==> src/rtl/hazard_ctrl_pkg.sv <==
// Shared pipeline definitions: forwarding-select encodings, hazard FSM states
// and the default register index width.
package hazard_ctrl_pkg;

    localparam int REG_W = 5;

    localparam logic [1:0] FWD_RF    = 2'b00;
    localparam logic [1:0] FWD_MEMWB = 2'b01;
    localparam logic [1:0] FWD_EXMEM = 2'b10;

    typedef enum logic {
        IDLE    = 1'b0,
        MD_BUSY = 1'b1
    } hazard_state_e;

endpackage

==> src/rtl/hazard_ctrl_fwd_select.sv <==
// Dual source-operand compare against the EX and MEM destinations; produces the
// forwarding selects the ID instruction will need once it reaches EX.
module fwd_select #(
    parameter int REG_W = hazard_ctrl_pkg::REG_W
) (
    input  logic [REG_W-1:0] rs_id,
    input  logic [REG_W-1:0] rt_id,
    input  logic [REG_W-1:0] rd_ex,
    input  logic             regwrite_ex,
    input  logic [REG_W-1:0] rd_mem,
    input  logic             regwrite_mem,
    output logic [1:0]       fa_next,
    output logic [1:0]       fb_next
);
    import hazard_ctrl_pkg::*;

    logic ex_valid;
    logic mem_valid;

    // r0 is hardwired to zero, so a write to it must never be forwarded.
    assign ex_valid  = regwrite_ex  && (rd_ex  != '0);
    assign mem_valid = regwrite_mem && (rd_mem != '0);

    // The younger (EX) producer wins over the older (MEM) one.
    function automatic logic [1:0] pick(input logic [REG_W-1:0] src);
        if (ex_valid && (rd_ex == src)) begin
            return FWD_EXMEM;
        end else if (mem_valid && (rd_mem == src)) begin
            return FWD_MEMWB;
        end
        return FWD_RF;
    endfunction

    always_comb begin
        fa_next = pick(rs_id);
        fb_next = pick(rt_id);
    end

endmodule

==> src/rtl/hazard_ctrl.sv <==
// Pipeline hazard controller: load-use and mult/div stalls, branch flush,
// mult/div occupancy FSM and registered EX-stage forwarding selects.
module hazard_ctrl #(
    parameter int MD_LAT = 4,
    parameter int REG_W  = hazard_ctrl_pkg::REG_W
) (
    input  logic             clk,
    input  logic             rst,
    input  logic [REG_W-1:0] rs_id,
    input  logic [REG_W-1:0] rt_id,
    input  logic             use_rs_id,
    input  logic             use_rt_id,
    input  logic             md_start_id,
    input  logic             md_use_id,
    input  logic [REG_W-1:0] rd_ex,
    input  logic             regwrite_ex,
    input  logic             memread_ex,
    input  logic [REG_W-1:0] rd_mem,
    input  logic             regwrite_mem,
    input  logic             branch_taken_ex,
    output logic             pc_stall,
    output logic             ifid_stall,
    output logic             idex_bubble,
    output logic             ifid_flush,
    output logic [1:0]       forward_a,
    output logic [1:0]       forward_b,
    output logic             md_busy
);
    import hazard_ctrl_pkg::*;

    localparam int CNT_W = $clog2(MD_LAT);
    localparam logic [CNT_W-1:0] CNT_LOAD = CNT_W'(MD_LAT - 1);

    hazard_state_e    state;
    logic [CNT_W-1:0] cnt;

    logic       load_use;
    logic       md_hazard;
    logic       stall;
    logic       md_issue;
    logic [1:0] fa_next;
    logic [1:0] fb_next;

    fwd_select #(.REG_W(REG_W)) u_fwd_select (
        .rs_id       (rs_id),
        .rt_id       (rt_id),
        .rd_ex       (rd_ex),
        .regwrite_ex (regwrite_ex),
        .rd_mem      (rd_mem),
        .regwrite_mem(regwrite_mem),
        .fa_next     (fa_next),
        .fb_next     (fb_next)
    );

    assign md_busy   = (state == MD_BUSY);
    assign load_use  = memread_ex && (rd_ex != '0) &&
                       ((use_rs_id && (rd_ex == rs_id)) || (use_rt_id && (rd_ex == rt_id)));
    assign md_hazard = md_busy && md_use_id;
    assign stall     = load_use || md_hazard;
    // A flushed or stalled mult/div is not issued; it is retried later.
    assign md_issue  = md_start_id && !stall && !branch_taken_ex;

    // NOTE: every output gets a default first so no path leaves it unassigned,
    // which would otherwise infer a latch.
    always_comb begin
        pc_stall    = 1'b0;
        ifid_stall  = 1'b0;
        idex_bubble = 1'b0;
        ifid_flush  = 1'b0;
        if (!rst) begin
            if (branch_taken_ex) begin
                ifid_flush  = 1'b1;
                idex_bubble = 1'b1;
            end else if (stall) begin
                pc_stall    = 1'b1;
                ifid_stall  = 1'b1;
                idex_bubble = 1'b1;
            end
        end
    end

    // NOTE: state is updated with non-blocking assignments so every register
    // samples pre-edge values regardless of statement order.
    always_ff @(posedge clk) begin
        if (rst) begin
            state     <= IDLE;
            cnt       <= '0;
            forward_a <= FWD_RF;
            forward_b <= FWD_RF;
        end else begin
            // A bubble carries no operands, so it must not inherit a select.
            forward_a <= idex_bubble ? FWD_RF : fa_next;
            forward_b <= idex_bubble ? FWD_RF : fb_next;

            unique case (state)
                IDLE: begin
                    if (md_issue) begin
                        state <= MD_BUSY;
                        cnt   <= CNT_LOAD;
                    end
                end
                MD_BUSY: begin
                    // The issued op is past ID, so a branch flush does not stop it.
                    if (cnt == CNT_W'(1)) begin
                        state <= IDLE;
                        cnt   <= '0;
                    end else begin
                        cnt <= cnt - 1'b1;
                    end
                end
                default: begin
                    state <= IDLE;
                    cnt   <= '0;
                end
            endcase
        end
    end

    a_flush_not_stall: assert property (@(posedge clk) disable iff (rst)
        !(ifid_flush && (pc_stall || ifid_stall)));
    a_busy_cnt_nonzero: assert property (@(posedge clk) disable iff (rst)
        md_busy |-> (cnt != '0));

endmodule

==> config.mk <==
export PLATFORM = sky130hd
export DESIGN_NAME = hazard_ctrl
export DESIGN_NICKNAME = d
export VERILOG_FILES = /design/src/rtl/hazard_ctrl_pkg.sv /design/src/rtl/hazard_ctrl_fwd_select.sv /design/src/rtl/hazard_ctrl.sv
export SDC_FILE = /design/constraint.sdc
export NUM_CORES = 1
export LEC_CHECK = 0
export BUFFER_PORTS_ARGS = -buffer_cell sky130_fd_sc_hd__buf_2
export CORE_UTILIZATION = 35
export DETAILED_ROUTE_END_ITERATION = 16
export PLACE_DENSITY = 0.68
export SLEW_MARGIN = 15
export SYNTH_ARGS = -nofsm -noshare
export SYNTH_HDL_FRONTEND = slang
export SYNTH_SLANG_ARGS = --single-unit
==> constraint.sdc <==
create_clock -name clk -period 4.7 [get_ports clk]
set_input_delay 1.175 -clock clk [delete_from_list [all_inputs] [get_ports clk]]
set_output_delay 1.175 -clock clk [all_outputs]
set_load 0.02 [all_outputs]
==> results.cfg, run 1 <==
[outcome]
status = finished clean

[power]
cellPowerDensity_nw_per_um2 = 218
p_leak_nw = 0.366
ir_drop_mv = 0.0740

[placement]
io_buffer_count = 38
gp_congestion = 0.749
hpwlAfterDp_mm = 1.26
place_area_um2 = 797
dpl.cell_count = 120

[clock_tree]
clock_latency_ns = 0.25
holdBufCountCts = 0
ctsResizeCount = 0
post_cts_buffers = 0
clockBufferDepth = 2
tritoncts = built
cts_made_buffers = 3
clk_pin_slew_ns = 0.05
htreeDepth = 1
clockRootBuffer = clkbuf_4
cts_sinks = 7

[worst_setup_path]
crit_slowest_cell = nor4_1
criticalPathCategory = in2out
crit_path_max_incr_delay_ns = 0.58
rr_startpoint = cnt[1]
cp_common_cell = buf_2
cp.arrival_ns = 2.85
cp-start-kind = input pin
reg2reg_setup_slack_ns = 3.61
endpoint_kind = output pin
rr_worst_depth = 6
worstPathRequired_ns = 3.52
cp_max_fo = 4
path_cells = buf_2 > xnor2_1 > o211ai_1 > nor4_1 > a32oi_1 > a21boi_0 > buf_2
r2r_end = cnt[1]

[global_routing]
grt_antenna_before_repair = 0
grtUsageTotal = 0.163
grt_max_degree = 9
grt_pass1_vias = 613
grt-ovfl-total = 0
grt_pass1_wl_mm = 2.35

[worst_hold_path]
hold_path.startpoint = cnt[1]
min_path_cells = 2
min-delay-path-class = reg2reg
whs_endpoint = cnt[1]

[synth]
yosysWarnings = 0
synth_cells = 67
synth.yosys.seq_area_share = 0.236
syn-num-nets = 98
ys_seq_elements = 7
syn_area_um2 = 594
syn_area_per_cell_um2 = 8.87
ys_types = 27

[timing]
fin_worst_skew_ns = 0.00637
tns_ns = 0
whs_ns = 0.513
slew_headroom = 0.584
rsz0062_at_grt = false
slew_violations = 0
worstMarginPinSlew_ns = 0.618
setup_viol = 0
period_share = 0.856
finalCriticalPeriod_ns = 4.02
fmaxAchievable_mhz = 249
hold_viol_final = 0

[final_layout]
stdcell_count = 124
drive_gt1_frac = 0.407
syn2layout_area_growth_pct = 38.5
final_area_um2 = 823
final_util = 0.534
nFillCells = 159
diodes = 0
fin_nets = 140

[floorplan]
dieArea_um2 = 1870
start_util = 0.386
die_w_um = 43.2
fp.dieH_um = 43.2
ioPinCount = 39
rows = 14
coreArea_um2 = 1540

[routing]
drtPass1Iterations = 2
drt-initial-drc-count = 3
post-route-drc-count = 0
viasPerCell = 5.23
dr_total_vias = 649
avgRoutedWirePerCell_um = 11.1
wl_mm = 1.38
postRouteAntennaNets = 0

[job]
drv_cap = 0
final cells by class:
cell class                 instances  area (um^2)  area share
timing repair buffer              38          190       0.231
multi-input combinational         57          439       0.533
clock buffer                       4         26.3      0.0319
inverter                           2         7.51     0.00912
tap                               16         20.0      0.0243
sequential                         7          140       0.170
through the flow:
| stage | power [mW] | setup slack [ns] |
|---|---|---|
| after floorplan | 0.101 | 0.635 |
| after global placement | 0.127 | 0.785 |
| after detailed placement | 0.128 | 0.685 |
| after CTS | 0.182 | 0.678 |
| after global routing | 0.193 | 0.442 |
| final | 0.179 | 0.678 |
report_power, final:
part	total (mW)	internal (mW)	switching, mW
registers	0.0677	0.0636	0.00408
logic	0.0589	0.0296	0.0293
clock network	0.0527	0.0323	0.0204
total	0.179	0.125	0.0538
routing by layer:
layer | part of all wire | wire (um) | vias up | track usage
li1 | - | - | 330 | -
met1 | 0.43 | 587 | 289 | 0.185
met2 | 0.50 | 694 | 30 | 0.299
met3 | 0.072 | 99 | 0 | 0.0170
met4 | 0 | 0 | 0 | 0.0727
met5 | 0 | 0 | - | 0
placed cells by master (no fill, tap or decap):
cell type,count
buf_2,38
xnor2_1,11
xor2_1,10
dfxtp_1,7
o211ai_1,3
a21oi_1,3
nand3b_1,3
clkbuf_4,3
inv_1,2
nor4_1,2
nand2_1,2
nor2_1,2
o21ai_1,2
and4_1,2
nand3_1,2
a2111o_1,2
nor3_2,2
or4_4,1
and2_0,1
a32oi_1,1
nor2b_1,1
a21boi_0,1
a32o_1,1
o21ai_0,1
o22ai_1,1
and2_1,1
or4_1,1
ha_1,1
clkbuf_1,1
sequential cells by signal (all words and copies together) (netlist names):
signal / cells
md_busy: 1
forward_a: 2
cnt: 2
forward_b: 2
worst max path at each step:
stage	slack (ns)	start	to
after floorplan	0.63	rd_ex[3]	pc_stall
after global placement	0.78	rd_ex[1]	ifid_stall
after detailed placement	0.68	rd_ex[0]	ifid_stall
after CTS	0.68	rd_ex[0]	ifid_stall
after global routing	0.44	rd_ex[0]	ifid_stall
final	0.68	rd_ex[0]	ifid_stall
synthesized netlist by cell type:
cell type	count	area share
a32o_1	1	0.017
or4_1	1	0.013
a2111o_1	2	0.038
a21boi_0	1	0.013
or4_4	1	0.019
xnor2_1	11	0.16
and2_1	1	0.011
dfxtp_1	7	0.24
inv_1	2	0.013
nor3_2	2	0.034
o21ai_0	1	0.0084
nand3b_1	3	0.038
a21oi_1	3	0.025
nor2_1	2	0.013
nor2b_1	1	0.011
nand2_1	2	0.013
xor2_1	10	0.15
and2_0	1	0.011
o21ai_1	2	0.017
a32oi_1	1	0.015
nand3_1	2	0.017
o22ai_1	1	0.011
nor4_1	2	0.021
o211ai_1	3	0.038
ha_1	1	0.021
buf_4	1	0.013
and4_1	2	0.029
kinds of logic (layout without fill, tap and decap cells):
group | Yosys count | after routing | synth area share
compound gates | 15 | 15 | 0.181
buf+inv | 3 | 44 | 0.0253
fa+ha+maj | 1 | 1 | 0.0210
flops | 7 | 7 | 0.236
xor+xnor | 21 | 21 | 0.309
simple gates | 20 | 20 | 0.227
critical path, delay by kind of cell:
family                    cells  cell delay (ns)
xor gates and xnor gates      1             0.16
and+or+nand+nor               1             0.58
AOI/OAI and AO/OA             3             0.60
buffers and inverters         2             0.33
Power figures use the tool's default switching activity.
==> run 2, diff against run 1 <==
Settings changed: CORE_UTILIZATION 35 to 30, PLACE_DENSITY 0.68 to 0.59.
==> results.cfg, run 2 (same netlist as run 1, synthesis figures left out) <==
[worst_hold_path]
min-delay-path-class = reg2reg
min_path_cells = 2
hold_path.startpoint = cnt[1]
whs_endpoint = cnt[1]

[final_layout]
diodes = 0
syn2layout_area_growth_pct = 40.4
nFillCells = 190
final_area_um2 = 835
fin_nets = 140
layout_commonest_cell = buf_2
drive_gt1_frac = 0.407
top_regs = cnt x2, forward_a x2, forward_b x2
stdcell_count = 133
final_cell_mix = buf_2 (38), xnor2_1 (11), xor2_1 (10)

[floorplan]
die_w_um = 46.5
start_util = 0.333
dieArea_um2 = 2160
ioPinCount = 39
rows = 15
coreArea_um2 = 1780
fp.dieH_um = 46.5

[routing]
postRouteAntennaNets = 0
drt-initial-drc-count = 10
viasPerCell = 4.65
dr_total_vias = 618
post-route-drc-count = 0
avgRoutedWirePerCell_um = 11.1
wl_mm = 1.48
drtPass1Iterations = 4

[global_routing]
grt_max_degree = 9
grt_antenna_before_repair = 0
grt_pass1_wl_mm = 2.22
grtUsageTotal = 0.146
grt-ovfl-total = 0
grt_pass1_vias = 537

[clock_tree]
clockRootBuffer = clkbuf_4
clk_pin_slew_ns = 0.05
tritoncts = built
htreeDepth = 1
clock_latency_ns = 0.24
cts_made_buffers = 3
ctsResizeCount = 0
cts_sinks = 7
holdBufCountCts = 0
post_cts_buffers = 0
clockBufferDepth = 2

[placement]
gp_congestion = 0.714
place_area_um2 = 808
dpl.cell_count = 129
io_buffer_count = 38
hpwlAfterDp_mm = 1.31
place_ws_ns = 0.598

[worst_setup_path]
endpoint_kind = output pin
rr_startpoint = cnt[1]
startpoint = rd_ex[0]
path_cells = buf_2 > xnor2_1 > o211ai_1 > nor4_1 > a32oi_1 > a21boi_0 > buf_2
cp.arrival_ns = 2.95
criticalPathCategory = in2out
worstPathRequired_ns = 3.52
critical_path.top_delay_family = compound AO/OA/AOI/OAI gates
path_buf_inv = 2
crit_slowest_cell = nor4_1
cp_common_cell = buf_2
cp-start-kind = input pin
reg2reg_setup_slack_ns = 3.58
rr_worst_depth = 6
crit_path_max_incr_delay_ns = 0.61
cp_max_fo = 4
r2r_end = cnt[1]

[timing]
slew_violations = 0
fmaxAchievable_mhz = 242
rsz0062_at_grt = false
finalCriticalPeriod_ns = 4.13
tns_ns = 0
period_share = 0.879
hold_viol_final = 0
setup_viol = 0
fin_worst_skew_ns = 0.000270
setup_slack_ns = 0.571
slew_headroom = 0.563
worstMarginPinSlew_ns = 0.649

[power]
cellPowerDensity_nw_per_um2 = 214
p_leak_nw = 0.366
total_power_mw = 0.179
ir_drop_mv = 0.103

[job]
drv_cap = 0

[outcome]
status = finished clean
## run 2: cell counts in the layout (fill, tap and decap cells not counted)
No cell type changed its count.
## run 2: tightest hold or removal path: cells and delay by family (launching register included)
family	cells	cell delay [ns]
flip-flops	1	0.33
AO/OA/AOI/OAI	2	0.17
## run 2: where the power goes
group / switching, mW / total (mW) / internal [mW]
clock network: 0.0193 / 0.0515 / 0.0322
registers: 0.00408 / 0.0677 / 0.0636
logic: 0.0299 / 0.0596 / 0.0297
## run 2: layout make-up
| cell class | instances | area (um^2) | area share |
|---|---|---|---|
| clock buffer | 4 | 26.3 | 0.0315 |
| inverter | 2 | 7.51 | 0.00900 |
| multi-input combinational | 57 | 439 | 0.526 |
| sequential | 7 | 140 | 0.168 |
| tap | 25 | 31.3 | 0.0375 |
| timing repair buffer | 38 | 190 | 0.228 |
## run 2: per-layer routing
metal / up-vias / track usage / part of all wire
met5: - / 0 / 0
met2: 21 / 0.219 / 0.44
met1: 266 / 0.206 / 0.50
met4: 0 / 0.0529 / 0.011
met3: 2 / 0.0235 / 0.048
li1: 329 / - / -
## run 2: through the flow
stage	hold slack [ns]	util
after CTS	0.542	0.468
after global routing	0.592	0.468
after detailed placement	0.527	0.453
after floorplan	0.465	-
after global placement	0.485	0.453
final	0.537	0.468
## run 2: worst max path at each step
stage                 endpoint  depth (start not counted)  slack, ns
floorplan             pc_stall                          6       0.63
global placement    ifid_stall                          7       0.71
detailed placement  ifid_stall                          7       0.60
CTS                 ifid_stall                          7       0.56
global route          pc_stall                          7       0.44
finish              ifid_stall                          7       0.57
==> run 3, diff against run 2 <==
Settings changed: BUFFER_PORTS_ARGS -buffer_cell sky130_fd_sc_hd__buf_2 to default, CELL_PAD_IN_SITES_DETAIL_PLACEMENT from default to 0, CELL_PAD_IN_SITES_GLOBAL_PLACEMENT from default to 1, DONT_BUFFER_PORTS from default to 1, PLACE_DENSITY 0.59 to 0.57.
==> results.cfg, run 3 (same netlist as run 1, synthesis figures left out) <==
[worst_setup_path]
r2r_end = forward_b[0]
critical_path.top_delay_family = compound AO/OA/AOI/OAI gates
cp.depth = 5
cp-start-kind = input pin
crit_slowest_cell = nor4_1
reg2reg_setup_slack_ns = 3.45
rr_worst_depth = 4
cp.arrival_ns = 2.79
worstPathRequired_ns = 3.52
path_buf_inv = 0
crit_path_max_incr_delay_ns = 0.63
criticalPathCategory = in2out
path_cells = xnor2_1 > o211ai_1 > nor4_1 > a32oi_1 > a21oi_1
endpoint_kind = output pin
rr_startpoint = md_busy
cp_max_fo = 4

[timing]
period_share = 0.843
setup_viol = 0
hold_viol_final = 0
slew_headroom = 0.538
slew_violations = 0
finalCriticalPeriod_ns = 3.96
worstMarginPinSlew_ns = 0.687
rsz0062_at_grt = false
fin_worst_skew_ns = 0.00205
fmaxAchievable_mhz = 252
tns_ns = 0
whs_ns = 0.507

[routing]
avgRoutedWirePerCell_um = 14.6
drt-initial-drc-count = 8
wl_mm = 1.40
dr_total_vias = 511
post-route-drc-count = 0
drtPass1Iterations = 3
postRouteAntennaNets = 0
viasPerCell = 5.32

[global_routing]
grtUsageTotal = 0.148
grt_pass1_wl_mm = 2.20
grt-ovfl-total = 0
grt_max_degree = 9
grt_antenna_before_repair = 0
grt_pass1_vias = 520

[final_layout]
drive_gt1_frac = 0.0986
layout_commonest_cell = xnor2_1
nFillCells = 200
fin_nets = 103
top_regs = cnt x2, forward_a x2, forward_b x2
final_cell_mix = xnor2_1 (11), xor2_1 (10), dfxtp_1 (7)
stdcell_count = 96
syn2layout_area_growth_pct = 9.68
diodes = 0
final_area_um2 = 652

[clock_tree]
tritoncts = built
clockBufferDepth = 2
post_cts_buffers = 0
cts_sinks = 7
holdBufCountCts = 0
clock_latency_ns = 0.25
clockRootBuffer = clkbuf_4
ctsResizeCount = 0
clk_pin_slew_ns = 0.05
htreeDepth = 1
cts_made_buffers = 3

[outcome]
status = finished clean

[placement]
hpwlAfterDp_mm = 1.18
gp_congestion = 0.737
io_buffer_count = 0
place_area_um2 = 626
dpl.cell_count = 92

[power]
cellPowerDensity_nw_per_um2 = 243
p_leak_nw = 0.210
ir_drop_mv = 0.129

[job]
drv_cap = 0

[floorplan]
start_util = 0.333
rows = 15
dieArea_um2 = 2160
die_w_um = 46.5
coreArea_um2 = 1780
fp.dieH_um = 46.5
ioPinCount = 39

[worst_hold_path]
min_path_cells = 2
hold_path.startpoint = cnt[1]
min-delay-path-class = reg2reg
whs_endpoint = cnt[1]
==> run 3: metrics by stage <==
step | setup WS, ns | util | total power [mW]
after global routing | 0.502 | 0.366 | 0.170
final | 0.738 | 0.366 | 0.158
after global placement | 0.685 | 0.351 | 0.106
after CTS | 0.709 | 0.366 | 0.162
after detailed placement | 0.716 | 0.351 | 0.107
after floorplan | 0.635 | - | 0.101
==> run 3: worst min-delay path, stage by stage, from the launching register on <==
cell and delay (ns):
dfxtp_1 0.32, o21ai_0 0.08, o21ai_1 0.07
==> run 3: report_power, final <==
part           switching (mW)  internal [mW]
Combinational          0.0161         0.0204
Clock                  0.0206         0.0323
Sequential            0.00545         0.0636
==> run 3: how the worst max path moves through the flow <==
stage	startpoint	end	slack, ns
2_1_floorplan	rd_ex[3]	pc_stall	0.63
3_3_place_gp	rd_ex[3]	idex_bubble	0.68
3_5_place_dp	rd_ex[3]	idex_bubble	0.72
4_1_cts	rd_ex[3]	idex_bubble	0.71
5_1_grt	rd_ex[3]	idex_bubble	0.50
6_report	rd_ex[3]	idex_bubble	0.74
==> run 3: metal layers <==
layer / global-route usage / part of all wire / wire (um)
met2: 0.203 / 0.41 / 575
met3: 0.110 / 0.12 / 163
met1: 0.185 / 0.47 / 658
met4: 0.0235 / 0 / 0
met5: 0 / 0 / 0
==> run 3: area by class of cell <==
| cell class | count | area, um^2 | share of cell area |
|---|---|---|---|
| Multi-Input combinational cell | 57 | 439 | 0.674 |
| Tap cell | 25 | 31.3 | 0.0480 |
| Inverter | 2 | 7.51 | 0.0115 |
| Timing Repair Buffer | 1 | 7.51 | 0.0115 |
| Clock buffer | 4 | 26.3 | 0.0403 |
| Sequential cell | 7 | 140 | 0.215 |
